### src/rtl/fetch_pkg.sv
// Shared constants and the fetch queue entry record.
// No ports; imported by fetch_entry_fifo and fetch_queue.
package fetch_pkg;

  localparam logic [31:0] DEF_RESET_PC   = 32'h0100_0000;
  localparam logic [31:0] DEF_KILL_INSTR = 32'h0000_0013;

  // Widest PC any instance may use; narrower instances use the low bits.
  localparam int MAX_XLEN = 64;

  typedef struct packed {
    logic [MAX_XLEN-1:0] pc;
    logic [31:0]         instr;
    logic                filled;
  } entry_t;

endpackage

### src/rtl/fetch_entry_fifo.sv
// In-order entry storage: allocate (pc), fill (instr), pop (head), flush.
// Ports: clock/reset, flush, alloc_*, fill_*, pop_en, head_*, alloc/fill counts.
module fetch_entry_fifo
  import fetch_pkg::*;
#(
  parameter int XLEN  = 32,
  parameter int DEPTH = 4
) (
  input  logic                     clock,
  input  logic                     reset,
  input  logic                     flush,
  input  logic                     alloc_en,
  input  logic [XLEN-1:0]          alloc_pc,
  input  logic                     fill_en,
  input  logic [31:0]              fill_instr,
  input  logic                     pop_en,
  output logic                     head_valid,
  output logic [XLEN-1:0]          head_pc,
  output logic [31:0]              head_instr,
  output logic [$clog2(DEPTH):0]   alloc_count,
  output logic [$clog2(DEPTH):0]   fill_count
);

  localparam int AW = $clog2(DEPTH);
  localparam int CW = AW + 1;

  entry_t        ent [DEPTH];
  logic [AW-1:0] head;
  logic [AW-1:0] aptr;
  logic [AW-1:0] fptr;

  always_ff @(posedge clock) begin
    if (!reset || flush) begin
      head        <= '0;
      aptr        <= '0;
      fptr        <= '0;
      alloc_count <= '0;
      fill_count  <= '0;
      for (int i = 0; i < DEPTH; i++) begin
        ent[i].filled <= 1'b0;
      end
    end else begin
      if (pop_en) begin
        ent[head].filled <= 1'b0;
        head             <= head + 1'b1;
      end
      // Responses return in order, so fills walk the
      // allocated entries oldest first.
      if (fill_en) begin
        ent[fptr].instr  <= fill_instr;
        ent[fptr].filled <= 1'b1;
        fptr             <= fptr + 1'b1;
      end
      if (alloc_en) begin
        ent[aptr].pc     <= MAX_XLEN'(alloc_pc);
        ent[aptr].filled <= 1'b0;
        aptr             <= aptr + 1'b1;
      end
      alloc_count <= alloc_count + CW'(alloc_en) - CW'(pop_en);
      fill_count  <= fill_count + CW'(fill_en) - CW'(pop_en);
    end
  end

  assign head_valid = ent[head].filled;
  assign head_pc    = ent[head].pc[XLEN-1:0];
  assign head_instr = ent[head].instr;

endmodule

### src/rtl/fetch_queue.sv
// Fetch front end: PC, imem requests, redirect drop tracking, decode queue.
// Ports: clock/reset, redirect_*, imem_req_*, imem_resp_*, out_*, occupancy.
module fetch_queue
  import fetch_pkg::*;
#(
  parameter int              XLEN       = 32,
  parameter int              DEPTH      = 4,
  parameter logic [XLEN-1:0] RESET_PC   = XLEN'(DEF_RESET_PC),
  parameter logic [31:0]     KILL_INSTR = DEF_KILL_INSTR
) (
  input  logic                   clock,
  input  logic                   reset,
  input  logic                   redirect_valid,
  input  logic [XLEN-1:0]        redirect_pc,
  output logic                   imem_req_valid,
  input  logic                   imem_req_ready,
  output logic [XLEN-1:0]        imem_req_addr,
  input  logic                   imem_resp_valid,
  input  logic [31:0]            imem_resp_data,
  output logic                   out_valid,
  input  logic                   out_ready,
  output logic [XLEN-1:0]        out_pc,
  output logic [31:0]            out_instr,
  output logic [$clog2(DEPTH):0] occupancy
);

  localparam int CW = $clog2(DEPTH) + 1;
  localparam logic [XLEN-1:0] START_PC =
    {RESET_PC[XLEN-1:2], 2'b00};

  logic [XLEN-1:0] fetch_pc;
  logic [CW-1:0]   drop_count;
  logic [CW-1:0]   alloc_count;
  logic [CW-1:0]   fill_count;
  logic [CW-1:0]   pending;
  logic [CW-1:0]   outstanding;
  logic            req_fire;
  logic            resp_fill;
  logic            resp_drop;
  logic            pop;
  logic            head_valid;
  logic [XLEN-1:0] head_pc;
  logic [31:0]     head_instr;

  // Redirect targets are word aligned; the low bits are discarded.
  logic unused_low;
  assign unused_low = ^redirect_pc[1:0];

  assign pending     = alloc_count - fill_count;
  assign outstanding = pending + drop_count;

  // Dropped responses still occupy memory bandwidth slots, so they
  // count against the DEPTH budget alongside live entries.
  assign imem_req_valid = reset && !redirect_valid &&
    ((alloc_count + drop_count) < CW'(DEPTH));
  assign imem_req_addr  = fetch_pc;
  assign req_fire       = imem_req_valid && imem_req_ready;

  assign resp_drop = imem_resp_valid && (drop_count != '0);
  assign resp_fill = imem_resp_valid && (drop_count == '0) &&
                     (pending != '0);
  assign pop       = head_valid && out_ready;

  always_ff @(posedge clock) begin
    if (!reset) begin
      fetch_pc   <= START_PC;
      drop_count <= '0;
    end else if (redirect_valid) begin
      fetch_pc   <= {redirect_pc[XLEN-1:2], 2'b00};
      drop_count <= outstanding -
        CW'(imem_resp_valid && (outstanding != '0));
    end else begin
      if (req_fire) begin
        fetch_pc <= fetch_pc + XLEN'(4);
      end
      if (resp_drop) begin
        drop_count <= drop_count - 1'b1;
      end
    end
  end

  fetch_entry_fifo #(
    .XLEN  (XLEN),
    .DEPTH (DEPTH)
  ) u_fifo (
    .clock       (clock),
    .reset       (reset),
    .flush       (redirect_valid),
    .alloc_en    (req_fire),
    .alloc_pc    (fetch_pc),
    .fill_en     (resp_fill),
    .fill_instr  (imem_resp_data),
    .pop_en      (pop),
    .head_valid  (head_valid),
    .head_pc     (head_pc),
    .head_instr  (head_instr),
    .alloc_count (alloc_count),
    .fill_count  (fill_count)
  );

  assign out_valid = head_valid;
  assign out_pc    = head_valid ? head_pc : '0;
  assign out_instr = head_valid ? head_instr : KILL_INSTR;
  assign occupancy = fill_count;

endmodule

### config.mk
export PLATFORM = sky130hd
export DESIGN_NAME = fetch_queue
export DESIGN_NICKNAME = d
export VERILOG_FILES = /design/src/rtl/fetch_pkg.sv /design/src/rtl/fetch_entry_fifo.sv /design/src/rtl/fetch_queue.sv
export SDC_FILE = /design/constraint.sdc
export NUM_CORES = 1
export LEC_CHECK = 0
export ABC_AREA = 0
export BUFFER_PORTS_ARGS = -buffer_cell sky130_fd_sc_hd__buf_2
export CAP_MARGIN = 15
export CORE_UTILIZATION = 38
export CTS_CLUSTER_SIZE = 28
export DETAILED_ROUTE_END_ITERATION = 10
export PLACE_DENSITY = 0.57
export SLEW_MARGIN = 20
export SYNTH_ARGS = -nofsm -noshare
export SYNTH_HDL_FRONTEND = slang
export SYNTH_SLANG_ARGS = --single-unit
### constraint.sdc
create_clock -name clock -period 5.1 [get_ports clock]
set_input_delay 1.02 -clock clock [delete_from_list [all_inputs] [get_ports clock]]
set_output_delay 1.02 -clock clock [all_outputs]
set_load 0.03 [all_outputs]
[Yosys cells after proc, flatten, opt, wreduce, memory -nomap -nowiden]
Memory sizes are Yosys's and may differ from the RTL's. A register that Yosys moved wholly into a read port is not among the register bits.
Index checks and enable logic that the tools add are counted.
Storage, ports and cells
  register bits after elaboration: 47
  memory bits (writable): 260
  output and inout port bits: 101
  logic and storage cells: 73
  memories: 1
Cells by class
  add/subtract/negate cells: 13
  magnitude comparators: 1
  muxes and demuxes: 28
  bitwise logic cells: 1
  reduce and logical (&&, ||, !) cells: 21
Memories
  u_fifo.ent: words 4, width 65, read ports 1, clocked after memory_dff 1, wr ports 4, line fetch_entry_fifo.sv:27  | entry_t ent [DEPTH];
Operator list (number)
  65-bit two-way mux: 3
  65-bit OR reduction: 3
  32-bit two-way mux: 4
  32-bit by 3-bit adder with 32-bit output, second input constant: 1
  2-bit two-way mux: 6
  3-bit two-way mux: 4
  1-bit two-way mux: 11
  3-bit nonzero test: 3
  3-bit by 1-bit subtractor with 3-bit output: 3
  1-bit logical AND: 8
  2-bit by 1-bit adder with 2-bit output, second input constant: 3
  3-bit by 1-bit adder with 3-bit output: 2
  3-bit adder: 2
  2-bit nonzero test: 2
  3-bit logical NOT: 1
  3-bit < comparator, second input constant: 1
  3-bit by 1-bit subtractor with 3-bit output, second input constant: 1
  3-bit subtractor: 1
  1-bit logical NOT: 2
  2-bit OR reduction: 1
  1-bit logical OR: 1
  1-bit NOT: 1

[Depth between registers and ports, before layout]
  word-level depth: 9
  mapped depth: 13
  gate-level depth less buffers: 13

[By module]
From an unflattened synthesis, not the netlist that was laid out.
Second synthesis, totals
  cell total of the unflattened synthesis: 766
  area total of the unflattened synthesis: 12886.1 sq um
Modules (own cells, without submodules)
  fetch_entry_fifo: times used 1, cells each 429, area an instance 10198.5 sq um
  fetch_queue: times used 1, cells each 337, area an instance 2687.6 sq um

[Least setup slack after synthesis]
No wires, ideal clock.
  path type: input to output
  start point: input redirect_valid
  end point: output imem_req_valid
  arrival time: 2.005 ns
  path slack: 2.075 ns
  stages: 5
  path buffers: 2
  path through: clkbuf_1 > inv_1 > nand2_1 > clkbuf_1 > nor2_1
On the way
  cells in the longest elaborated chain, start to end: 3
Ends and longest elaborated chain
  start: declaration: line fetch_queue.sv:13  | input logic redirect_valid,
  1-bit logical NOT: line fetch_queue.sv:54  | assign imem_req_valid = reset && !redirect_valid &&
  1-bit logical AND (2 in a row): line fetch_queue.sv:54
  end: declaration: line fetch_queue.sv:15  | output logic imem_req_valid,
No other way between the ends.

==> out/metrics.csv <==
stage;metric;value;unit
yosys;synth.most_common_cell;edfxtp_1;
floorplanning;fp.dieW;183;µm
worst_setup_path;worst-path-buf-inv;2;
floorplanning;die_y;183;µm
worst_hold_path;hold_depth;2;
timing;hold_viol;0;
pwr;peakVddDrop;190;µV
worst_setup_path;path_depth;4;
timing;period_minus_slack;3.76;ns
floorplanning;die_area;33400;µm²
flow_run;maxCapViolCount;0;
clock_network;post-cts-setup-buffers;0;
yosys;synth-main-ff-cell;edfxtp_1;
grt;grt_pass1_vias;7194;
grt;antenna_found_initial;0;
worst_setup_path;path_class;reg2out;
yosys;syn_area;12400;µm²
pwr;combPwrFrac;0.054;
drt;wire_per_inst;19.7;µm
yosys;synth_cells;753;
yosys;ys_warn_count;0;
clock_network;cts-htree-levels;2;
floorplanning;core;31900;µm²
status;outcome;finished, final reports clean;
placed_design;numPortBuffers;164;
worst_setup_path;cp_data_arrival_time;2.74;ns
pwr;p_leak;0.00533;µW
worst_setup_path;cpMaxStageDelayCell;dfxtp_4;
pwr;p_int;4060;µW
worst_setup_path;crit_chain;mux4_2 > buf_4 > and2_1 > buf_2;
yosys;synth_area_leaders;edfxtp_1 (60%), mux4_2 (11%), dfxtp_1 (8.2%);
yosys;synth_seq_cells;299;
drt;ant_nets;0;
clock_network;clockBufferDepth;3;
clock_network;cts_made_buffers;34;
timing;setup_tns;0;ns
worst_setup_path;rr_worst_depth;10;
yosys;yosys.area.top_type;edfxtp_1;
final_layout;antennaDiodeCount;0;
drt;drc;0;
drt;drtIter0Drc;438;
pwr;p_sw_frac;0.220;
final_layout;final_nets;1029;
timing;rsz0062_at_grt;false;
timing;tightest_slew;0.984;ns
placed_design;place_area;13800;µm²
worst_setup_path;required;4.08;ns
timing;setup_viol;0;
pwr;powerDensity;352;nW/µm²
clock_network;cts_tree;built;
yosys;synth.avg_cell_area;16.5;µm²
worst_setup_path;cpPeakStageDelay;0.82;ns
worst_setup_path;startpoint_type;flip-flop;
drt;vias;7126;
timing;maxSlewHeadroom;0.344;
pwr;seqPwrFrac;0.525;
pwr;switchingPower;1150;µW
clock_network;postCtsResizedCells;0;
yosys;yosysSeqAreaShare;0.681;
worst_setup_path;critPathTopFamily;flip-flops;
drt;viasPerCell;5.11;
worst_hold_path;hold_class;reg2reg;
pwr;clockPowerShare;0.421;
grt;grt_usage;0.167;
floorplanning;rows;65;
placed_design;dp_hpwl;17.1;mm
placed_design;dpl_worst_slack;1.66;ns
worst_setup_path;crit_fanout;65;
timing;skew;0.0301;ns
timing;timing.fmax;0.266;GHz
clock_network;cts_sinks;299;
drt;drt_wl_total;27.4;mm
pwr;power.total;5200;µW
grt;grt_max_degree;66;
final_layout;design_area;14800;µm²
yosys;synth_top_area_share;0.599;
floorplanning;start_util;0.390;
timing;worst_slack;1.34;ns
grt;grt_pass1_wl;42.5;mm
final_layout;synthToLayoutAreaGrowth;18.9;%
final_layout;drive_gt1_frac;0.317;
drt;firstDrtPassIters;5;
clock_network;cts_hold_buffers;0;
grt;grt-ovfl-total;0;
yosys;synthTopCellsByCount;edfxtp_1 (248), and2_1 (64), mux4_2 (63);
clock_network;cts.clk_slew.worst_paths;0.06;ns
yosys;postSynth.asyncResetShare;0;
yosys;netlist-cell-type-count;55;
timing;period_share;0.737;
clock_network;cts_root_buf;clkbuf_16;
yosys;synth_edf_count;248;
floorplanning;io_pins;171;
timing;drv_slew;0;
placed_design;gp_congestion;0.751;
worst_setup_path;critPathCaptureType;output pin;
clock_network;clock_latency;0.51;ns
-- final cells by class --
type | instances | area (µm²)
Multi-Input combinational cell | 388 | 3680
Fill cell | 2865 | 17100
Inverter | 29 | 109
Clock buffer | 45 | 923
Clock inverter | 15 | 76.3
Timing Repair Buffer | 183 | 963
Sequential cell | 299 | 8470
Tap cell | 435 | 544
-- metal layers --
layer | track usage | routed length (µm) | vias up | share of wire
met4 | 0.0440 | 498 | 0 | 0.018
met5 | 0 | 0 | - | 0
li1 | - | - | 3297 | -
met2 | 0.272 | 13100 | 186 | 0.48
met3 | 0.0302 | 1350 | 34 | 0.049
met1 | 0.232 | 12500 | 3609 | 0.45
-- cell families (layout without fill, tap and decap cells) --
logic type      after synthesis  count (layout)  share of synthesized area
mux                          66              66                      0.117
other cells                   1               4                   0.000302
compound gates               87              87                     0.0501
buf+inv                      69             272                     0.0233
xor+xnor                     19              19                     0.0151
flops                       299             299                      0.681
simple gates                188             188                     0.0866
fa+ha+maj                    24              24                     0.0266
-- path summary, 6_finish.rpt --
check / end / slack, ns / start
setup / recovery: out_pc[5] / 1.34 / flip-flop
hold / removal: u_fifo.ent[2][0]$_SDFFE_PP0P_ / 0.50 / u_fifo.ent[2][0]$_SDFFE_PP0P_
setup reg to reg: u_fifo.fill_count[2]$_SDFF_PP0_ / 2.19 / flip-flop
hold reg to reg: u_fifo.ent[2][0]$_SDFFE_PP0P_ / 0.50 / u_fifo.ent[2][0]$_SDFFE_PP0P_
-- cells in the final DEF (no fill, tap or decap), drive strengths merged, types with 4 or more instances in the layout --
cell,count
nand3,15
a21oi,14
xnor2,13
xor2,5
nand2,45
a211oi,4
nor2,18
fa,4
edfxtp,248
and3,10
clkinv,12
mux4,63
o21ai,7
ha,20
and2,64
o21a,6
clkbuf,45
or4,5
buf,183
conb,4
o211ai,9
o311ai,9
or3,7
dfxtp,51
nand4,8
inv,31
o311a,4
a31oi,14
o31ai,6
-- power by group through the flow --
| stage | sequential, µW | clock [µW] | combinational [µW] |
|---|---|---|---|
| global route | 2740 | 2340 | 313 |
| detailed placement | 2780 | 0 | 285 |
| global placement | 2780 | 0 | 283 |
| finish | 2730 | 2190 | 283 |
| CTS | 2730 | 2250 | 287 |
| floorplan | 2790 | 0 | 156 |
-- stage by stage --
stage                util  hold slack, ns  std cells
floorplan               -           0.466        756
global placement    0.432           0.488       1334
detailed placement  0.432           0.492       1334
CTS                 0.463           0.502       1394
global route        0.463           0.523       1394
finish              0.463           0.500       1394
-- worst reg2reg max path, stage by stage (launching register included) --
cell and delay, ns:
dfxtp_4 0.82, mux4_2 0.43, nand2_1 0.17, inv_1 0.10
ha_1 0.27, inv_1 0.04, ha_1 0.19, fa_1 0.38
xnor2_1 0.19, xnor2_1 0.14, nor2_1 0.05
-- registers in the layout (all words and copies together) (netlist names), named ones only --
register / flops
drop_count: 3
imem_req_addr: 30
u_fifo.alloc_count: 3
u_fifo.aptr: 2
u_fifo.ent: 252
u_fifo.fill_count: 3
u_fifo.fptr: 2
u_fifo.head: 2
Note: power is estimated with default switching activity, not from simulation.
